==> src/rtl/arcade_input_pkg.sv <==
// Shared definitions for the arcade input conditioner.
//   JOY_R/L/D/U   : direction bit positions inside one 16-bit hps_io joystick word
//   mode_e        : stick routing mode (shared pad, independent, cocktail)
//   coin_state_e  : coin pulse FSM states
//   mirror_dirs() : swaps U<->D and L<->R for a flipped cocktail player
package arcade_input_pkg;

  localparam int JOY_R = 0;
  localparam int JOY_L = 1;
  localparam int JOY_D = 2;
  localparam int JOY_U = 3;

  typedef enum logic [1:0] {
    MODE_SHARED   = 2'd0,
    MODE_INDEP    = 2'd1,
    MODE_COCKTAIL = 2'd2
  } mode_e;

  typedef enum logic [1:0] {
    COIN_IDLE  = 2'd0,
    COIN_PULSE = 2'd1,
    COIN_GAP   = 2'd2
  } coin_state_e;

  function automatic logic [15:0] mirror_dirs(input logic [15:0] w);
    logic [15:0] r;
    r        = w;
    r[JOY_R] = w[JOY_L];
    r[JOY_L] = w[JOY_R];
    r[JOY_D] = w[JOY_U];
    r[JOY_U] = w[JOY_D];
    return r;
  endfunction

endpackage

==> src/rtl/arcade_input_cond_coin_pulser.sv <==
// Per-player coin conditioner: debounces the raw coin bit, then emits a
// fixed-width active-low pulse followed by an equal-length gap. One extra
// coin arriving while busy is remembered and replayed after the gap.
//   clk_sys    : clock
//   reset_n    : async active-low reset
//   coin_raw_i : raw (already mode-routed) coin bit, active-high
//   coin_n_o   : active-low coin pulse, registered
//   busy_o     : 1 while the FSM is in PULSE or GAP
module coin_pulser
  import arcade_input_pkg::*;
#(
  parameter int DEBOUNCE_CYC   = 1024,
  parameter int COIN_PULSE_CYC = 200000
) (
  input  logic clk_sys,
  input  logic reset_n,
  input  logic coin_raw_i,
  output logic coin_n_o,
  output logic busy_o
);

  localparam int DBW = $clog2(DEBOUNCE_CYC) + 1;
  localparam int CPW = $clog2(COIN_PULSE_CYC) + 1;
  localparam logic [DBW-1:0] DB_LAST = DBW'(DEBOUNCE_CYC - 1);
  localparam logic [CPW-1:0] CP_LAST = CPW'(COIN_PULSE_CYC - 1);

  logic [DBW-1:0] db_cnt_q;
  logic           stable_q;
  logic           db_hit;
  logic           rise;

  // rise fires on the same edge that commits the debounced 0->1 change,
  // so the FSM reacts without an extra edge-detect register.
  assign db_hit = (coin_raw_i != stable_q) && (db_cnt_q == DB_LAST);
  assign rise   = db_hit & coin_raw_i;

  always_ff @(posedge clk_sys or negedge reset_n) begin
    if (!reset_n) begin
      db_cnt_q <= '0;
      stable_q <= 1'b0;
    end else if (coin_raw_i == stable_q) begin
      db_cnt_q <= '0;
    end else if (db_hit) begin
      db_cnt_q <= '0;
      stable_q <= coin_raw_i;
    end else begin
      db_cnt_q <= db_cnt_q + 1'b1;
    end
  end

  coin_state_e    state_q;
  logic [CPW-1:0] cnt_q;
  logic           pend_q;
  logic           coin_n_q;

  always_ff @(posedge clk_sys or negedge reset_n) begin
    if (!reset_n) begin
      state_q  <= COIN_IDLE;
      cnt_q    <= '0;
      pend_q   <= 1'b0;
      coin_n_q <= 1'b1;
    end else begin
      case (state_q)
        COIN_IDLE: begin
          if (rise) begin
            state_q  <= COIN_PULSE;
            cnt_q    <= '0;
            coin_n_q <= 1'b0;
          end
        end
        COIN_PULSE: begin
          if (rise) pend_q <= 1'b1;
          if (cnt_q == CP_LAST) begin
            state_q  <= COIN_GAP;
            cnt_q    <= '0;
            coin_n_q <= 1'b1;
          end else begin
            cnt_q <= cnt_q + 1'b1;
          end
        end
        COIN_GAP: begin
          if (cnt_q == CP_LAST) begin
            cnt_q <= '0;
            if (pend_q || rise) begin
              state_q  <= COIN_PULSE;
              coin_n_q <= 1'b0;
              // A rise landing on the replay edge refills the pending slot.
              pend_q   <= pend_q & rise;
            end else begin
              state_q <= COIN_IDLE;
            end
          end else begin
            cnt_q <= cnt_q + 1'b1;
            if (rise) pend_q <= 1'b1;
          end
        end
        default: begin
          state_q  <= COIN_IDLE;
          cnt_q    <= '0;
          pend_q   <= 1'b0;
          coin_n_q <= 1'b1;
        end
      endcase
    end
  end

  assign coin_n_o = coin_n_q;
  assign busy_o   = (state_q != COIN_IDLE);

endmodule

==> src/rtl/arcade_input_cond.sv <==
// Arcade control conditioner: hps_io joystick words in, active-low core
// player inputs out. Routes pads per mode, registers directions, debounces
// buttons/start, adds per-player autofire on button 0 and shapes coin pulses.
//   clk_sys       : clock, reset_n : async active-low reset
//   joy_i         : player p word at [16p +: 16], bit0 R, 1 L, 2 D, 3 U
//   mode_i        : 0 shared, 1 independent, 2 cocktail, 3 independent
//   autofire_en_i : per-player autofire enable for button 0
//   dir_n_o       : player p at [4p +: 4], same bit order as joy (bit0 R)
//   btn_n_o       : player p at [NUM_BUTTONS*p +: NUM_BUTTONS]
//   start_n_o, coin_n_o, coin_busy_o : one bit per player
module arcade_input_cond
  import arcade_input_pkg::*;
#(
  parameter int NUM_PLAYERS    = 2,
  parameter int NUM_BUTTONS    = 1,
  parameter int START_BIT      = 5,
  parameter int COIN_BIT       = 7,
  parameter int DEBOUNCE_CYC   = 1024,
  parameter int COIN_PULSE_CYC = 200000,
  parameter int AUTOFIRE_DIV   = 400000
) (
  input  logic                               clk_sys,
  input  logic                               reset_n,
  input  logic [16*NUM_PLAYERS-1:0]          joy_i,
  input  logic [1:0]                         mode_i,
  input  logic [NUM_PLAYERS-1:0]             autofire_en_i,
  output logic [4*NUM_PLAYERS-1:0]           dir_n_o,
  output logic [NUM_BUTTONS*NUM_PLAYERS-1:0] btn_n_o,
  output logic [NUM_PLAYERS-1:0]             start_n_o,
  output logic [NUM_PLAYERS-1:0]             coin_n_o,
  output logic [NUM_PLAYERS-1:0]             coin_busy_o
);

  localparam int NBIT = NUM_BUTTONS + 1;  // fire buttons plus start
  localparam int DBW  = $clog2(DEBOUNCE_CYC) + 1;
  localparam int AFW  = $clog2(AUTOFIRE_DIV) + 1;
  localparam logic [DBW-1:0] DB_LAST = DBW'(DEBOUNCE_CYC - 1);
  localparam logic [AFW-1:0] AF_LAST = AFW'(AUTOFIRE_DIV - 1);

  mode_e                         mode;
  logic [15:0]                   joy_or;
  logic [NUM_PLAYERS-1:0][15:0]  src;

  assign mode = mode_e'(mode_i);

  // Combinational routing; everything downstream is registered, so a mode
  // change shows up one edge later and cannot glitch longer than a cycle.
  always_comb begin
    joy_or = '0;
    for (int p = 0; p < NUM_PLAYERS; p++) joy_or |= joy_i[16*p +: 16];
    for (int p = 0; p < NUM_PLAYERS; p++) begin
      src[p] = joy_i[16*p +: 16];
      case (mode)
        MODE_SHARED:   src[p] = joy_or;
        MODE_COCKTAIL: if (p > 0) src[p] = mirror_dirs(joy_i[16*p +: 16]);
        default: ;
      endcase
    end
  end

  logic unused_src;
  assign unused_src = ^src;

  logic [4*NUM_PLAYERS-1:0] dir_q;

  always_ff @(posedge clk_sys or negedge reset_n) begin
    if (!reset_n) dir_q <= '1;
    else for (int p = 0; p < NUM_PLAYERS; p++) dir_q[4*p +: 4] <= ~src[p][3:0];
  end

  assign dir_n_o = dir_q;

  logic [NUM_PLAYERS-1:0][NBIT-1:0] deb_q;
  logic [NUM_PLAYERS-1:0][NBIT-1:0] deb_rise;

  for (genvar gp = 0; gp < NUM_PLAYERS; gp++) begin : g_pl
    logic [AFW-1:0] af_cnt_q;
    logic           af_ph_q;
    logic           af_fire;

    // A fresh press restarts the divider in the firing phase so the first
    // shot is immediate; release parks it back in that phase.
    always_ff @(posedge clk_sys or negedge reset_n) begin
      if (!reset_n) begin
        af_cnt_q <= '0;
        af_ph_q  <= 1'b1;
      end else if (deb_rise[gp][0]) begin
        af_cnt_q <= '0;
        af_ph_q  <= 1'b1;
      end else if (deb_q[gp][0]) begin
        if (af_cnt_q == AF_LAST) begin
          af_cnt_q <= '0;
          af_ph_q  <= ~af_ph_q;
        end else begin
          af_cnt_q <= af_cnt_q + 1'b1;
        end
      end else begin
        af_cnt_q <= '0;
        af_ph_q  <= 1'b1;
      end
    end

    assign af_fire = autofire_en_i[gp] ? (deb_q[gp][0] & af_ph_q) : deb_q[gp][0];

    for (genvar gb = 0; gb < NBIT; gb++) begin : g_bit
      logic           raw;
      logic           hit;
      logic           stable_q;
      logic [DBW-1:0] cnt_q;
      logic           pressed;
      logic           out_q;

      assign raw = (gb < NUM_BUTTONS) ? src[gp][4+gb] : src[gp][START_BIT];
      assign hit = (raw != stable_q) && (cnt_q == DB_LAST);
      assign deb_q[gp][gb]    = stable_q;
      assign deb_rise[gp][gb] = hit & raw;

      always_ff @(posedge clk_sys or negedge reset_n) begin
        if (!reset_n) begin
          cnt_q    <= '0;
          stable_q <= 1'b0;
        end else if (raw == stable_q) begin
          cnt_q <= '0;
        end else if (hit) begin
          cnt_q    <= '0;
          stable_q <= raw;
        end else begin
          cnt_q <= cnt_q + 1'b1;
        end
      end

      assign pressed = (gb == 0) ? af_fire : stable_q;

      always_ff @(posedge clk_sys or negedge reset_n) begin
        if (!reset_n) out_q <= 1'b1;
        else          out_q <= ~pressed;
      end

      if (gb < NUM_BUTTONS) begin : g_btn
        assign btn_n_o[NUM_BUTTONS*gp + gb] = out_q;
      end else begin : g_start
        assign start_n_o[gp] = out_q;
      end
    end

    coin_pulser #(
      .DEBOUNCE_CYC  (DEBOUNCE_CYC),
      .COIN_PULSE_CYC(COIN_PULSE_CYC)
    ) u_coin (
      .clk_sys   (clk_sys),
      .reset_n   (reset_n),
      .coin_raw_i(src[gp][COIN_BIT]),
      .coin_n_o  (coin_n_o[gp]),
      .busy_o    (coin_busy_o[gp])
    );
  end

endmodule

==> config.mk <==
export PLATFORM = sky130hd
export DESIGN_NAME = arcade_input_cond
export DESIGN_NICKNAME = d
export VERILOG_FILES = /design/src/rtl/arcade_input_pkg.sv /design/src/rtl/arcade_input_cond_coin_pulser.sv /design/src/rtl/arcade_input_cond.sv
export SDC_FILE = /design/constraint.sdc
export NUM_CORES = 1
export LEC_CHECK = 0
export BUFFER_PORTS_ARGS = -buffer_cell sky130_fd_sc_hd__buf_2
export CELL_PAD_IN_SITES_DETAIL_PLACEMENT = 1
export CELL_PAD_IN_SITES_GLOBAL_PLACEMENT = 2
export CORE_MARGIN = 2
export CORE_UTILIZATION = 36
export DETAILED_ROUTE_END_ITERATION = 7
export HOLD_SLACK_MARGIN = 0.05
export PLACE_DENSITY = 0.88
export SLEW_MARGIN = 20
export SYNTH_ARGS = -nofsm -noshare
export SYNTH_HDL_FRONTEND = slang
export SYNTH_HIERARCHICAL = 1
export SYNTH_SLANG_ARGS = --single-unit
==> constraint.sdc <==
create_clock -name clk_sys -period 2.1 [get_ports clk_sys]
set_input_delay 0.21 -clock clk_sys [delete_from_list [all_inputs] [get_ports clk_sys]]
set_output_delay 0.21 -clock clk_sys [all_outputs]
set_load 0.01 [all_outputs]
Yosys cells after proc, flatten, opt, wreduce, memory -nomap -nowiden --
Index checks and enable logic that the tools add are counted.
Word-level totals: bits in registers 172, input port bits 38
Cells by class: muxes and demuxes 62, equal/unequal tests 39, reductions and logical operators 27, $add $sub $neg 10, bitwise gates (word level) 25
Operators by type and width (count):
- 11-bit 2-to-1 mux | 12
- 20-bit 2-to-1 mux | 6
- 19-bit 2-to-1 mux | 4
- 19-bit case mux with 2 select lines | 2
- 11-bit by 1-bit adder with 11-bit output, second input constant | 6
- 11-bit by 10-bit == test with 1-bit output, second input constant | 6
- 20-bit by 1-bit adder with 20-bit output, second input constant | 2
- 20-bit by 19-bit == test with 1-bit output, second input constant | 2
- 19-bit by 1-bit adder with 19-bit output, second input constant | 2
- 19-bit by 18-bit == test with 1-bit output, second input constant | 2
- 1-bit 2-to-1 mux | 24
- 2-bit by 1-bit != test with 1-bit output, second input constant | 8
- 8-bit case mux with 2 select lines | 1
- 2-bit AND reduction | 8
- 1-bit inverter | 14
- 2-bit 2-to-1 mux | 6
- 1-bit case mux with 3 select lines | 4
- 2-bit case mux with 3 select lines | 2
- 1-bit AND | 8
- 8-bit 2-to-1 mux | 1
- 4-bit inverter | 2
- 8-bit OR | 1
- 4-bit AND reduction | 2
- 1-bit == test | 6
- 11 further kinds | 32

Logic depth before layout (Yosys ltp) --
Gate-level depths: netlist of the first run.
depth in word-level cells 9, depth in mapped cells 10

By module --
The synthesis of the first run kept the hierarchy.
Modules (own cells, without submodules):
- arcade_input_cond | area each 4808.4 sq um, times used 1, cells an instance 480
- coin_pulser (g_pl[0].u_coin) | area each 2055.7 sq um, times used 1, cells an instance 204
- coin_pulser (g_pl[1].u_coin) | area each 1995.7 sq um, times used 1, cells an instance 216

Least setup slack after synthesis of the first run --
No wires, ideal clock.
path type input to register, start in mode_i[0], end reg g_pl[1].u_coin.cnt_q[10], setup slack -0.189 ns, data arrival time 2.168 ns, path buffers 3, cell stages on the path 9, data required time 1.979 ns, path through clkbuf_1 > nor2_1 > a21o_1 > or3b_1 > o41a_1 > clkbuf_1 > clkbuf_1 > a21o_1 > a22o_1
RTL lines:
- start: declaration | RTL line arcade_input_cond.sv:25 | input logic [1:0] mode_i,
- end signal: assignment | RTL line arcade_input_cond_coin_pulser.sv:78 | cnt_q <= cnt_q + 1'b1;
- end signal: assignment | RTL line arcade_input_cond_coin_pulser.sv:93 | cnt_q <= cnt_q + 1'b1;
- end: declaration | RTL line arcade_input_cond_coin_pulser.sv:52 | logic [CPW-1:0] cnt_q;

Final worst setup path of the first run --
start reg g_pl[1].u_coin.cnt_q[1], end reg g_pl[1].u_coin.state_q[1]
Between the ends: word-level cells in the longest chain between the ends 3
Ends and longest elaborated chain:
- 19-bit by 18-bit == test with 1-bit output * | RTL line arcade_input_cond_coin_pulser.sv:73, arcade_input_cond_coin_pulser.sv:82
- 2-bit by 1-bit != test with 1-bit output (no source line)
- 3-bit AND reduction (no source line) *
- end signal: assignment | RTL line arcade_input_cond_coin_pulser.sv:74 | state_q <= COIN_GAP;
- end signal: assignment | RTL line arcade_input_cond_coin_pulser.sv:85 | state_q <= COIN_PULSE;
- end signal: assignment | RTL line arcade_input_cond_coin_pulser.sv:90 | state_q <= COIN_IDLE;
- end: declaration | RTL line arcade_input_cond_coin_pulser.sv:51 | coin_state_e state_q;
Mark *: on every way between the ends. The rest lies on a longest branch, timed or not. A chain may end at the register's enable or synchronous reset.

==> impl_metrics.ini, run 1 <==
[critical_path]
start_kind = flop
max_stage_delay_ps = 440
path_buf_inv = 0
slowest_stage = or4_4
critPathRequiredTime_ps = 2420
critPathCaptureType = flop
r2r_cells = 6
r2r_start = g_pl[1].u_coin/cnt_q[1]$_DFFE_PN0P_
arrival_ps = 2440
reg2reg_to = g_pl[1].u_coin/state_q[1]$_DFFE_PN0P_
critical_path_class = flop to flop
path_cells = ha_2 -> nand3_2 -> or3_1 -> or4_4 -> a21o_1 -> mux2_1
crit_family = simple AND/OR/NAND/NOR gates
reg2reg_setup_slack_ps = -20
cp_max_fo = 4

[global_route]
grt_pass1_vias = 7549
grt_pass1_wl_um = 36400
antenna_found_initial = 0
grt_max_degree = 55
gr-usage-all-layers_pct = 17.0
grt_remaining_overflow = 0

[sta]
finalWorstSetupSlack_ps = -20.6
slew_viol_final = 0
hold_viol = 0
rsz0062_at_grt = yes
clock.fmax_mhz = 472
fin_skew_ps = 10.6
slew_headroom_pct = 63.8
min_period_ps = 2120
setup_violations = 7
fin_crit_sh_pct = 101
tns_ps = -44.0
tightest_slew_ps = 543

[floorplanning]
io_pins = 54
dieArea_um2 = 25900
die_height_um = 161
rows = 57
initial_core_util_pct = 36.5
dieWidth_um = 161
core_um2 = 24200

[layout]
layout_common_cells = dfrtp_1, nor2_1, nand2_1, nand3_1, buf_4
final_common_cell = dfrtp_1
layout.nets = 1072
antennaDiodeCount = 0
fin_area_um2 = 10700
num-fill-cells = 2737
syn_to_final_growth_pct = 20.8
utilization_pct = 44.1
drive_above_1_share_pct = 19.2

[drt]
via_count = 7071
detail_route.wl_per_cell_um = 15.9
viasPerCell = 5.23
drc = 0
drt-total-wl_um = 21500
detail-route-antenna-nets = 0
first_pass_iters = 4
drtIter0Drc = 302

[place]
io_buffers = 35
dp_hpwl_um = 14700
placedInstanceArea_um2 = 9850
routabilityCongestion = 0.751

[synthesis]
syn_inst = 900
synth-xor-area-share_pct = 7.41
synth_top_family_by_area = simple AND/OR/NAND/NOR gates
syn_area_per_cell_um2 = 9.84
ys.flop_type = dfrtp_1
synthSimpleGateAreaFrac_pct = 25.4
synthArstFlopShare_pct = 100
ys_ff_latch = 172
yosysWarningCount = 6
synthAdderAreaFrac_pct = 2.82
synth_compound_area_share_pct = 10.7
muxShareOfSynthArea_pct = 1.88
synthesis.nets = 958
netlist_area_um2 = 8860
yosysSeqAreaShare_pct = 48.8
synth_edf_count = 0
ys_types = 74

[cts]
h-tree-depth = 4
tritoncts = built
clkSlewWorstSetupHoldPaths_ps = 70
numCtsBuffers = 17
clockRootBuffer = clkbuf_16
clk_latency_ps = 430
clock_sinks = 172
clockBufferDepth = 2

[hold_path]
hold_path_depth = 3
min_from = joy_i[4]
min_to = g_pl[0].g_bit[0].stable_q$_DFFE_PN0P_
hold_class = input port to flop

[pwr]
power_uw = 6970
leakage_uw = 0.00460
ir_drop_uv = 621
p_per_area_nw_per_um2 = 651

[status]
violations = setup timing
status = complete, but fails checks

[run]
max-cap-violations = 0
## where the power goes
| part | switching (uW) | leakage [uW] | internal, uW | total [uW] |
|---|---|---|---|---|
| sequential | 103 | 0.00221 | 3430 | 3530 |
| combinational | 279 | 0.00214 | 183 | 462 |
| clock | 1240 | 0.000261 | 1730 | 2980 |
| total | 1630 | 0.00460 | 5340 | 6970 |
## synth_stat cells (all sizes together) (17+ instances only)
cell type | n | area (um^2)
dfrtp | 156 | 3900
o21ai | 50 | 277
nand3 | 61 | 310
xnor2 | 41 | 359
a21oi | 17 | 85.1
xor2 | 34 | 298
nand4 | 29 | 209
nand2 | 67 | 251
nor3 | 19 | 95.1
ha | 20 | 250
inv | 33 | 124
nor2 | 135 | 519
and4 | 17 | 149
a22o | 19 | 166
## worst min-delay path, stage by stage
cell and delay, ps:
buf_2 100, nor2_1 50, mux2i_1 110
## metal layers
metal | global-route usage, % | up-vias | part of all wire (%)
met2 | 29.8 | 59 | 50
met3 | 3.20 | 15 | 2.0
met5 | 0 | - | 0
met4 | 3.90 | 0 | 0.90
met1 | 21.7 | 3584 | 47
li1 | - | 3413 | -
## sequential cells by signal, summed over array words and instances (netlist names)
name,count
g_pl.u_coin/cnt_q,38
dir_n_o,8
g_pl.g_bit.stable_q,2
g_pl.af_ph_q,2
g_pl.u_coin/pend_q,2
g_pl.g_bit.pressed,2
g_pl.u_coin/state_q,4
g_pl.g_bit.cnt_q,44
g_pl.af_cnt_q,40
g_pl.u_coin/coin_n_o,2
g_pl.u_coin/db_cnt_q,22
g_pl.u_coin/stable_q,2
g_pl.g_bit.out_q,4
## final cells by class
cell class | count | area, um^2 | share of cell area [%]
Inverter | 33 | 124 | 1.16
Timing Repair Buffer | 117 | 905 | 8.45
Clock buffer | 30 | 504 | 4.71
Clock inverter | 2 | 35.0 | 0.327
Sequential cell | 172 | 4320 | 40.4
Multi-Input combinational cell | 673 | 4400 | 41.2
Tap cell | 324 | 405 | 3.79
## cell families after synthesis
logic type / count (synthesis)
compound gates: 134
simple gates: 428
mux: 16
buf+inv: 55
fa+ha+maj: 20
flops: 172
xor+xnor: 75
## repair_timing
action,4_1_cts,5_1_grt
hold buffers,17,0
buffers inserted,0,2
endpoints found under the hold margin,53,0
cloned,0,0
resized for setup,11,17
endpoints found under the setup margin,15,25
pin swaps,2,2
## per-stage QoR
stage	hold slack [ps]	instances	worst slack [ps]
after floorplan	-85.6	900	4.98
after global placement	216	1300	-103
after detailed placement	220	1300	-154
after CTS	84.0	1349	-27.3
after global routing	105	1351	-91.3
final	96.1	1351	-20.6
## how the worst max path moves through the flow
stage                                             start                                     to  depth (start not counted)
global placement                              mode_i[1]   g_pl[1].u_coin/cnt_q[15]$_DFFE_PN0P_                          8
detailed placement                            mode_i[1]   g_pl[1].u_coin/cnt_q[15]$_DFFE_PN0P_                          8
global route        g_pl[1].u_coin/cnt_q[1]$_DFFE_PN0P_  g_pl[1].u_coin/state_q[1]$_DFFE_PN0P_                          6
finish              g_pl[1].u_coin/cnt_q[1]$_DFFE_PN0P_  g_pl[1].u_coin/state_q[1]$_DFFE_PN0P_                          6
floorplan           g_pl[1].u_coin/cnt_q[0]$_DFFE_PN0P_  g_pl[1].u_coin/state_q[0]$_DFFE_PN0P_                          6
CTS                 g_pl[1].u_coin/cnt_q[7]$_DFFE_PN0P_  g_pl[1].u_coin/state_q[0]$_DFFE_PN0P_                          6
No activity file was read; power rests on OpenSTA's default activity.
==> run 2: changes to the inputs <==
--- a/config.mk
+++ b/config.mk
@@ -9,10 +9,11 @@
 export CELL_PAD_IN_SITES_DETAIL_PLACEMENT = 1
 export CELL_PAD_IN_SITES_GLOBAL_PLACEMENT = 2
 export CORE_MARGIN = 2
-export CORE_UTILIZATION = 36
+export CORE_UTILIZATION = 37
+export CTS_BUF_LIST = sky130_fd_sc_hd__clkbuf_4
 export DETAILED_ROUTE_END_ITERATION = 7
 export HOLD_SLACK_MARGIN = 0.05
-export PLACE_DENSITY = 0.88
+export PLACE_DENSITY = 0.89
 export SLEW_MARGIN = 20
 export SYNTH_ARGS = -nofsm -noshare
 export SYNTH_HDL_FRONTEND = slang
==> run 2 against run 1 <==
Effect of this change: the flow still finishes with violations (setup timing); global-route usage barely moved; core utilization rose by 0.73 points; count of clock-buffer cells in the layout fell by 13; clock power fell by 33%; design area fell by 1.6%; flip-flop and latch count did not move.
==> impl_metrics.ini, run 2 (synthesis gave the netlist of run 1 again) <==
[status]
status = complete, but fails checks
violations = setup timing

[drt]
viasPerCell = 5.22
via_count = 7087
first_pass_iters = 4
detail_route.wl_per_cell_um = 15.4
drt-total-wl_um = 20900
drc = 0
detail-route-antenna-nets = 0
drtIter0Drc = 348

[pwr]
switching_share_pct = 27.6
pwr-share-clk_pct = 33.3
p_per_area_nw_per_um2 = 572
internal-power_uw = 4360
leakage_uw = 0.00454
comb_power_share_pct = 8.0
ir_drop_uv = 289
p_switching_uw = 1660
seqPwrFrac_pct = 58.7

[hold_path]
min_from = joy_i[7]
hold_class = input port to flop
min_to = g_pl[0].u_coin/stable_q$_DFFE_PN0P_
hold_path_depth = 3

[layout]
fin_area_um2 = 10500
num-fill-cells = 2692
layout_common_cells = dfrtp_1, nor2_1, nand2_1, buf_4, nand3_1
layout.nets = 1083
syn_to_final_growth_pct = 18.9
largest_register = g_pl.g_bit.cnt_q
largest_reg_flops = 44
drive_above_1_share_pct = 20.2
reg_top3 = g_pl.g_bit.cnt_q x44, g_pl.af_cnt_q x40, g_pl.u_coin/cnt_q x38
final_common_cell = dfrtp_1

[cts]
clkSlewWorstSetupHoldPaths_ps = 160
clk_latency_ps = 580
clockBufferDepth = 2
numCtsBuffers = 17
clockRootBuffer = clkbuf_4
clock_sinks = 172
h-tree-depth = 4
tritoncts = built

[floorplanning]
dieWidth_um = 159
dieArea_um2 = 25200
rows = 56
initial_core_util_pct = 37.7
io_pins = 54
die_height_um = 159
core_um2 = 23500

[sta]
hold_ws_ps = 108
tns_ps = -920
setup_violations = 15
fin_crit_sh_pct = 105
tightest_slew_ps = 628
min_period_ps = 2210
fin_skew_ps = 20.8
slew_headroom_pct = 58.1
slew_viol_final = 0
finalWorstSetupSlack_ps = -108
clock.fmax_mhz = 453
hold_viol = 0
rsz0062_at_grt = yes

[place]
placedInstanceArea_um2 = 9860
io_buffers = 35
dp_hpwl_um = 14200
routabilityCongestion = 0.768
pre_cts_slack_ps = -193

[global_route]
antenna_found_initial = 1
grt_pass1_vias = 7399
grt_max_degree = 66
grt_pass1_wl_um = 35800
grt_remaining_overflow = 0
gr-usage-all-layers_pct = 17.0

[critical_path]
critPathRequiredTime_ps = 2570
cp_max_fo = 6
arrival_ps = 2680
critical_path_class = flop to flop
start_kind = flop
r2r_start = g_pl[1].u_coin/cnt_q[7]$_DFFE_PN0P_
reg2reg_setup_slack_ps = -110
reg2reg_to = g_pl[1].u_coin/cnt_q[11]$_DFFE_PN0P_
critPathCaptureType = flop
r2r_cells = 7

[run]
max-cap-violations = 0
==> run 2: cell count changes in the layout (fill, tap and decap cells not counted), moves of 4 or more <==
cell	before	now
dlygate4sd3_1	17	22
buf_4	57	64
clkinv_4	0	4
clkbuf_1	10	0
clkbuf_16	17	0
clkbuf_4	0	17
==> run 2: power groups by stage <==
| stage | Combinational [uW] | Sequential [uW] | Clock (uW) |
|---|---|---|---|
| final | 482 | 3530 | 2010 |
| after global routing | 549 | 3550 | 2230 |
| after CTS | 482 | 3530 | 2100 |
| after detailed placement | 444 | 3590 | 0 |
| after global placement | 428 | 3580 | 0 |
| after floorplan | 246 | 3570 | 0 |
==> run 2: layout make-up <==
| type | count | area, um^2 | area share, % |
|---|---|---|---|
| multi-input cells | 673 | 4380 | 41.6 |
| flip-flops and latches | 172 | 4320 | 41.1 |
| repair buffers | 128 | 1000 | 9.54 |
| well taps | 319 | 399 | 3.79 |
| clock inverters | 15 | 165 | 1.57 |
| clock buffers | 17 | 128 | 1.21 |
| inverters | 33 | 124 | 1.18 |
| diodes | 1 | 2.50 | 0.0238 |
==> run 2: worst max path at each step <==
stage	start	to	cells past startpoint
floorplan	g_pl[1].u_coin/cnt_q[0]$_DFFE_PN0P_	g_pl[1].u_coin/state_q[0]$_DFFE_PN0P_	6
global placement	mode_i[1]	g_pl[1].u_coin/cnt_q[15]$_DFFE_PN0P_	8
detailed placement	mode_i[1]	g_pl[1].u_coin/cnt_q[15]$_DFFE_PN0P_	8
CTS	g_pl[1].u_coin/cnt_q[9]$_DFFE_PN0P_	g_pl[1].u_coin/cnt_q[11]$_DFFE_PN0P_	6
global route	g_pl[1].u_coin/cnt_q[9]$_DFFE_PN0P_	g_pl[1].u_coin/cnt_q[14]$_DFFE_PN0P_	7
finish	g_pl[1].u_coin/cnt_q[7]$_DFFE_PN0P_	g_pl[1].u_coin/cnt_q[11]$_DFFE_PN0P_	7
==> run 2: metrics by stage <==
stage	total power [uW]	std cells	utilization [%]
after floorplan	3820	900	-
after global placement	4010	1297	42.0
after detailed placement	4040	1297	42.0
after CTS	6110	1351	44.3
after global routing	6330	1358	44.9
final	6020	1358	44.9
==> run 2: repair_timing <==
item | CTS | global route
hold buffers | 22 | 0
pin swaps | 7 | 6
hold endpoints to repair | 155 | 0
gates resized for setup | 5 | 18
setup endpoints to repair | 14 | 34
buffers inserted | 0 | 6
==> run 2: metal layers <==
layer	up-vias	track usage, %	wire, um
met5	-	0	0
met4	0	5.21	244
met3	15	2.64	374
met2	59	28.9	10200
met1	3560	22.2	10100
li1	3453	-	-
==> run 2: worst max-delay path, stage by stage, from the launching register on <==
cell     delay [ps]
dfrtp_1         420
or4b_1          510
or4_4           430
o21a_1          230
buf_4           150
nand2_2         160
buf_4           140
o22ai_1          50
